## config.mk

```make
export PLATFORM = sky130hd
export DESIGN_NAME = pointer_collision
export DESIGN_NICKNAME = d
export VERILOG_FILES = /design/src/rtl/game_pkg.sv /design/src/rtl/hitbox_compare.sv /design/src/rtl/pointer_collision.sv
export SDC_FILE = /design/constraint.sdc
export NUM_CORES = 1
export LEC_CHECK = 0
export BUFFER_PORTS_ARGS = -buffer_cell sky130_fd_sc_hd__buf_4
export CORE_MARGIN = 5
export CORE_UTILIZATION = 45
export DETAILED_ROUTE_END_ITERATION = 10
export PLACE_DENSITY_LB_ADDON = 0.08
export SLEW_MARGIN = 20
export SYNTH_ARGS = -nofsm -noshare
export SYNTH_HDL_FRONTEND = slang
export SYNTH_SLANG_ARGS = --single-unit
```

## constraint.sdc

```tcl
create_clock -name clk -period 3.4 [get_ports clk]
set_input_delay 0.34 -clock clk [delete_from_list [all_inputs] [get_ports clk]]
set_output_delay 0.34 -clock clk [all_outputs]
set_load 0.05 [all_outputs]
```

## src/rtl/game_pkg.sv

```systemverilog
// Shared definitions for the obstacle-collision logic.
// Holds the FSM state encodings, the HP register width and the screen-coordinate width.
// No ports; imported by hitbox_compare and pointer_collision.
package game_pkg;

  localparam int COORD_W = 12;
  localparam int HP_W    = 4;

  localparam logic [1:0] ST_IDLE     = 2'd0;
  localparam logic [1:0] ST_ARMED    = 2'd1;
  localparam logic [1:0] ST_COOLDOWN = 2'd2;
  localparam logic [1:0] ST_DEAD     = 2'd3;

endpackage

```

## src/rtl/hitbox_compare.sv

```systemverilog
// Combinational test of one obstacle pixel against the pointer hitbox.
// Ports: obstacle_x/obstacle_y pixel from the obstacle bus, box_x/box_y latched
// hitbox origin, collide high when the pixel is valid and inside the box.
module hitbox_compare
  import game_pkg::*;
#(
  parameter int CURSOR_W = 16,
  parameter int CURSOR_H = 16
) (
  input  logic [COORD_W-1:0] obstacle_x,
  input  logic [COORD_W-1:0] obstacle_y,
  input  logic [COORD_W-1:0] box_x,
  input  logic [COORD_W-1:0] box_y,
  output logic               collide
);

  localparam logic [COORD_W:0] W_OFF = (COORD_W+1)'(CURSOR_W - 1);
  localparam logic [COORD_W:0] H_OFF = (COORD_W+1)'(CURSOR_H - 1);

  // One extra bit on every operand so a box near the right/bottom screen
  // edge extends past 4095 instead of wrapping to small coordinates.
  logic [COORD_W:0] ox, oy, x_lo, y_lo, x_hi, y_hi;
  logic             pix_valid, in_x, in_y;

  assign ox   = {1'b0, obstacle_x};
  assign oy   = {1'b0, obstacle_y};
  assign x_lo = {1'b0, box_x};
  assign y_lo = {1'b0, box_y};
  assign x_hi = x_lo + W_OFF;
  assign y_hi = y_lo + H_OFF;

  // The bus idles at (0,0), so that coordinate can never be a real pixel.
  assign pix_valid = (obstacle_x != '0) || (obstacle_y != '0);
  assign in_x      = (ox >= x_lo) && (ox <= x_hi);
  assign in_y      = (oy >= y_lo) && (oy <= y_hi);
  assign collide   = pix_valid && in_x && in_y;

endmodule

```

## src/rtl/pointer_collision.sv

```systemverilog
// Collision detection between the obstacle coordinate bus and the mouse hitbox,
// with HP tracking, per-frame invulnerability after a hit and game-over flag.
// Ports: clk/rst, raster position, obstacle bus, mouse position, game-flow
// inputs (play_selected, menu_on); registered outputs hp, hit, invulnerable, game_over.
module pointer_collision
  import game_pkg::*;
#(
  parameter int HP_MAX          = 5,
  parameter int CURSOR_W        = 16,
  parameter int CURSOR_H        = 16,
  parameter int COOLDOWN_FRAMES = 60
) (
  input  logic               clk,
  input  logic               rst,
  input  logic [COORD_W-1:0] hcount_in,
  input  logic [COORD_W-1:0] vcount_in,
  input  logic [COORD_W-1:0] obstacle_x,
  input  logic [COORD_W-1:0] obstacle_y,
  input  logic [COORD_W-1:0] mouse_x,
  input  logic [COORD_W-1:0] mouse_y,
  input  logic               play_selected,
  input  logic               menu_on,
  output logic [HP_W-1:0]    hp,
  output logic               hit,
  output logic               invulnerable,
  output logic               game_over
);

  localparam int            CNT_W   = $clog2(COOLDOWN_FRAMES + 1);
  localparam logic [HP_W-1:0] HP_FULL = HP_W'(HP_MAX);

  logic [1:0]         state;
  logic [CNT_W-1:0]   cool_cnt;
  logic [COORD_W-1:0] mx_r, my_r;
  logic               frame_tick, collide, abort;

  assign frame_tick = (hcount_in == '0) && (vcount_in == '0);
  assign abort      = menu_on || !play_selected;

  // Uses the latched pointer, so a tick-cycle pixel is judged against the
  // previous frame's hitbox.
  hitbox_compare #(
    .CURSOR_W (CURSOR_W),
    .CURSOR_H (CURSOR_H)
  ) u_hitbox (
    .obstacle_x (obstacle_x),
    .obstacle_y (obstacle_y),
    .box_x      (mx_r),
    .box_y      (my_r),
    .collide    (collide)
  );

  always_ff @(posedge clk) begin
    if (rst) begin
      state    <= ST_IDLE;
      hp       <= HP_FULL;
      hit      <= 1'b0;
      cool_cnt <= '0;
      mx_r     <= '0;
      my_r     <= '0;
    end else begin
      hit <= 1'b0;

      // The pointer is asynchronous to the raster; freezing it per frame
      // keeps the hitbox stable while the obstacles are being drawn.
      if (frame_tick) begin
        mx_r <= mouse_x;
        my_r <= mouse_y;
      end

      case (state)
        ST_IDLE: begin
          hp       <= HP_FULL;
          cool_cnt <= '0;
          if (!abort) state <= ST_ARMED;
        end
        ST_ARMED: begin
          if (abort) begin
            state <= ST_IDLE;
            hp    <= HP_FULL;
          end else if (collide) begin
            hit <= 1'b1;
            hp  <= hp - HP_W'(1);
            if (hp == HP_W'(1)) begin
              state <= ST_DEAD;
            end else begin
              state    <= ST_COOLDOWN;
              cool_cnt <= CNT_W'(COOLDOWN_FRAMES);
            end
          end
        end
        ST_COOLDOWN: begin
          if (abort) begin
            state    <= ST_IDLE;
            hp       <= HP_FULL;
            cool_cnt <= '0;
          end else if (frame_tick) begin
            cool_cnt <= cool_cnt - CNT_W'(1);
            if (cool_cnt == CNT_W'(1)) state <= ST_ARMED;
          end
        end
        ST_DEAD: begin
          hp <= '0;
          if (abort) begin
            state <= ST_IDLE;
            hp    <= HP_FULL;
          end
        end
        default: begin
          state <= ST_IDLE;
          hp    <= HP_FULL;
        end
      endcase
    end
  end

  // Straight decodes of the state register, so these still change only on clk.
  assign invulnerable = (state == ST_COOLDOWN);
  assign game_over    = (state == ST_DEAD);

endmodule

```

# Word-level counts from Yosys, hierarchy flattened

Cells that the tools add are included.

Word-level logic and storage cells: 68
Flip-flop bits (word level): 37

Multiplexer cells: 21
$lt $le $gt $ge: 4
Add/subtract/negate cells: 4
Reduce and logical (&&, ||, !) cells: 18
Bitwise logic cells: 1
Eq/ne operators: 14

Operators by type and width:

| kind                                                | number |
|---|---|
| 2-to-1 mux 6 bit                                    | 5 |
| adder 12 x 4 -> 13 bit, second input constant       | 2 |
| <= comparator 12 x 13 -> 1 bit                      | 2 |
| >= comparator 12 bit                                | 2 |
| logical NOT 12 bit                                  | 2 |
| nonzero test 12 bit                                 | 2 |
| case mux 6 bit (3 select lines)                     | 1 |
| case mux 4 bit (4 select lines)                     | 1 |
| 2-to-1 mux 2 bit                                    | 7 |
| 2-to-1 mux 4 bit                                    | 3 |
| AND reduction 5 bit                                 | 2 |
| != test 2 bit, second input constant                | 4 |
| case mux 2 bit (4 select lines)                     | 1 |
| equality test 6 x 1 -> 1 bit, second input constant | 1 |
| != test 3 x 1 -> 1 bit, second input constant       | 2 |
| subtractor 6 x 1 -> 6 bit, second input constant    | 1 |
| logical AND 1 bit                                   | 5 |
| equality test 2 bit, second input constant          | 2 |
| equality test 4 x 1 -> 1 bit, second input constant | 1 |
| != test 2 x 1 -> 1 bit, second input constant       | 2 |
| subtractor 4 x 1 -> 4 bit, second input constant    | 1 |
| 2-to-1 mux 3 bit                                    | 1 |
| != test 3 bit, second input constant                | 1 |
| nonzero test 3 bit                                  | 1 |
| other kinds (8)                                     | 10 |

# Longest topological paths before layout

Depth after elaboration: 8
Gate-level depth with buffers: 14

# Hierarchy

Synthesis repeated with hierarchy kept, for this count alone.

Cells, all modules: 391
Area total of the unflattened synthesis: 3,289.4 um^2

Modules (own cells, without submodules):

| module            | area each (um^2) | instances | cells each | sequential area each (um^2) |
|---|---|---|---|---|
| pointer_collision | 1,773.0          | 1         | 188        | 740.7 |
| hitbox_compare    | 1,516.5          | 1         | 203        | 0.0 |

# Least setup slack after synthesis

OpenSTA, ideal clock, no wires.

Path kind: flip-flop to flip-flop
Start: reg mx_r[0]
End: reg cool_cnt[5]
Library setup time: 87 ps
Data arrival time: 3,112 ps
Slack: 201 ps
Cell stages (with the launch flop): 14
Required time: 3,313 ps
Path buffers: 0
Period minus slack after synthesis: 3,199 ps
Cell sequence: dfxtp_1 inv_1 ha_1 a2111o_1 nor3_1 xnor2_1 ha_1 nand3_1 nor4_1 o21bai_2 a21oi_2 o41a_1 or4_1 o31ai_1

Cells in the longest elaborated chain, start to end: 7

Ends and longest elaborated chain:

| what                             | line                    | text |
|---|---|---|
| start, declared                  | pointer_collision.sv:34 | `logic [COORD_W-1:0] mx_r, my_r;` |
| start signal, assigned           | pointer_collision.sv:67 | `mx_r <= mouse_x;` |
| adder 12 x 4 -> 13 bit           | hitbox_compare.sv:29    | `assign x_hi = x_lo + W_OFF;` |
| <= comparator 12 x 13 -> 1 bit   | hitbox_compare.sv:34    | `assign in_x = (ox >= x_lo) && (ox <= x_hi);` |
| logical AND 1 bit *              | hitbox_compare.sv:34    |  |
| logical AND 1 bit * (2 in a row) | hitbox_compare.sv:36    | `assign collide = pix_valid && in_x && in_y;` |
| != test 2 bit (no line) *        | n/a                     |  |
| AND reduction 5 bit (no line) *  | n/a                     |  |
| end signal, assigned             | pointer_collision.sv:88 | `cool_cnt <= CNT_W'(COOLDOWN_FRAMES);` |
| end signal, assigned             | pointer_collision.sv:98 | `cool_cnt <= cool_cnt - CNT_W'(1);` |
| end, declared                    | pointer_collision.sv:33 | `logic [CNT_W-1:0] cool_cnt;` |

Mark *: on every way between the ends. The rest lies on a longest branch, timed or not.
A chain may end at the register's enable or synchronous reset.

# Worst setup path in the final report

Same ends and word-level chain as after synthesis.

==> flow_metrics.py <==
metrics = {
    "status": {
        "outcome": "finished, final reports clean",
    },
    "finish": {
        "fillers": 707,
        "syn_to_final_growth_pct": 29.0,
        "finalNetCount": 667,
        "multi_input_comb_area_um2": 2480,
        "regArea_um2": 747,
        "drive_above_1_share_pct": 23.4,
        "antenna_cells": 0,
        "stdcell_count": 633,
        "finalInstanceArea_um2": 4360,
    },
    "yosys": {
        "ys.flop_type": "dfxtp_1",
        "yosysWarnings": 0,
        "synth.top_cell.area_share_pct": 21.9,
        "seq_area_frac_synth_pct": 21.9,
        "syn_avg_cell_area_um2": 7.66,
        "mappedNetlistNets": 575,
        "synthTopCellsByArea": "dfxtp_1 22%, ha_1 21%, a21oi_1 6.1%",
        "yosysTopAreaCell": "dfxtp_1",
        "async_flop_share_pct": 0,
        "synthesis.area_um2": 3380,
        "synthCells": 441,
        "synth_edf_count": 0,
        "synth.distinct_cells": 54,
        "synth.ff_latch_count": 37,
    },
    "worst_setup_path": {
        "critPathLaunchType": "flip-flop",
        "crit_fanout": 5,
        "worstPathArrival_ns": 3.61,
        "endpoint_kind": "flip-flop",
        "path_class": "reg2reg",
        "required_ns": 3.61,
    },
    "routing": {
        "ant_nets": 0,
        "drcViolationCount": 0,
        "drt_pass1_iterations": 5,
        "drt_iter0_markers": 185,
        "detail_route.vias_per_cell": 5.59,
        "wl_per_cell_um": 15.7,
        "vias": 3539,
        "wl_um": 9970,
    },
    "placed_design": {
        "dp.cells": 618,
        "routabilityCongestion": 0.854,
        "portBuffers": 82,
        "place_area_um2": 4130,
        "dpl.hpwl_um": 7910,
    },
    "sta": {
        "min_period_ns": 3.40,
        "final.period_utilization_pct": 99.9,
        "clock.fmax_mhz": 294,
        "rsz0062_at_grt": "true",
        "hold_viol_final": 0,
        "finalSetupViolCount": 0,
        "relSlewSlack_pct": 57.1,
        "skew_ns": 0.0120,
        "fin_hold_ws_ns": 0.279,
        "worst_slew_pin_slew_ns": 0.642,
        "final_max_slew_viol_count": 0,
    },
    "clock_network": {
        "numCtsBuffers": 5,
        "clock_sinks": 37,
        "cts-root-buf": "clkbuf_8",
        "clock_latency_ns": 0.30,
        "clkTransAtPathRegs_ns": 0.08,
        "htreeDepth": 2,
        "cts_tree": "done",
        "clock_path_buffers": 2,
    },
    "global_routing": {
        "grt_pass1_vias": 3430,
        "grt_max_degree": 37,
        "grt_pass1_wl_um": 16300,
        "antenna_found_initial": 0,
        "grt_overflow": 0,
        "track_usage_pct": 20.4,
    },
    "pwr": {
        "total_power_w": 0.00108,
        "p_leak_nw": 1.70,
        "vdd_drop_max_v": 0.000176,
        "power.density_nw_per_um2": 249,
    },
    "floorplan": {
        "dieArea_um2": 9340,
        "io-pin-count": 83,
        "coreArea_um2": 7290,
        "rows": 31,
        "initial_core_util_pct": 46.3,
        "fp.dieW_um": 96.6,
        "die_y_um": 96.6,
    },
    "min_path": {
        "hold_class": "in2reg",
    },
    "run": {
        "max_cap_viol_count": 0,
    },
}
## cell usage after synthesis (all sizes together) (2+ instances only)
cell type   n
ha         58
nand2      51
a21oi      42
dfxtp      37
inv        37
o21ai      36
xnor2      22
nand3      20
nor2       19
nor4       14
nor3       12
clkbuf     11
nand4      10
a211oi      5
a21o        5
o211ai      5
a31oi       4
o31ai       4
or4         4
a211o       3
and3        3
buf         3
nand2b      3
and2        2
and4        2
nor2b       2
o21a        2
o22ai       2
o41a        2
o41ai       2
or3         2
xor2        2
## worst paths after layout
| kind | slack, ns | depth (start not counted) | start | to |
|---|---|---|---|---|
| worst min-delay path | 0.28 | 3 | mouse_x[1] | mx_r[1] |
| worst max-delay path | 0.004 | 13 | mx_r[0] | cool_cnt[5] |
| worst max register to register | 0.004 | 13 | mx_r[0] | cool_cnt[5] |
| worst min register to register | 0.49 | 2 | my_r[5] | my_r[5] |
## area by class of cell
type,count,area share [%]
repair buffers,99,17.1
well taps,99,2.84
inverters,37,3.24
clock inverters,1,0.689
flip-flops and latches,37,17.1
multi-input cells,353,57.0
clock buffers,7,1.98
## what timing repair did
action / 4_1_cts / 5_1_grt
pin swaps: 1 / 10
hold buffers: 0 / 0
resized for setup: 1 / 17
gates cloned: 0 / 0
setup endpoints to repair: 4 / 12
buffers inserted: 0 / 7
## layer usage
metal,global-route usage (%),wire (um),up-vias
met5,0,0,-
met4,5.72,164,0
met3,4.46,479,19
met2,33.6,4670,86
met1,26.8,4650,1650
li1,-,-,1784
## through the flow
stage	setup slack (ns)	TNS, ns	util [%]
finish	0.00359	0	59.8
global route	-0.110	-0.499	59.8
CTS	0.0130	0	58.3
detailed placement	-0.0208	-0.0348	56.6
global placement	0.121	0	56.6
floorplan	0.201	0	-
## sequential cells by signal, indices dropped and copies added, names as in the netlist
signal,cells
cool_cnt,6
my_r,12
hp,4
hit,1
mx_r,12
state,2
## cell families after synthesis
logic type / after synthesis / share of synthesized area (%)
buffers and inverters: 51 / 6.04
muxes: 1 / 0.296
AOI/OAI and AO/OA: 122 / 22.3
and+or+nand+nor: 148 / 21.7
adders and majority gates: 58 / 21.5
xor gates and xnor gates: 24 / 6.22
DFF: 37 / 21.9
## cell usage in the layout, fill, tap and decap left out, drive strengths merged, types with 7 or more instances in the layout
cell type and instances:
nand4 10, buf 99, a21oi 42, nand2 51, nor3 12, nand3 20
dfxtp 37, o21ai 36, ha 58, clkbuf 7, inv 37, nor2 19
xnor2 22, nor4 14
## critical path, cell delays in order (launching register included)
cell and delay (ns):
dfxtp_4 0.38, inv_4 0.04, ha_4 0.15, a2111o_1 0.45, buf_6 0.15, xnor2_2 0.12, ha_1 0.29, nand4_1 0.11
nor4_1 0.28, o21bai_2 0.18, a21oi_2 0.05, o41a_1 0.48, or4_1 0.55, o31ai_2 0.07
## power breakdown
group          switching [W]  total (W)  internal (W)
Combinational       0.000119   0.000238      0.000119
Clock               0.000166   0.000405      0.000239
Sequential        0.00000426   0.000441      0.000436
Power figures use the tool's default switching activity.
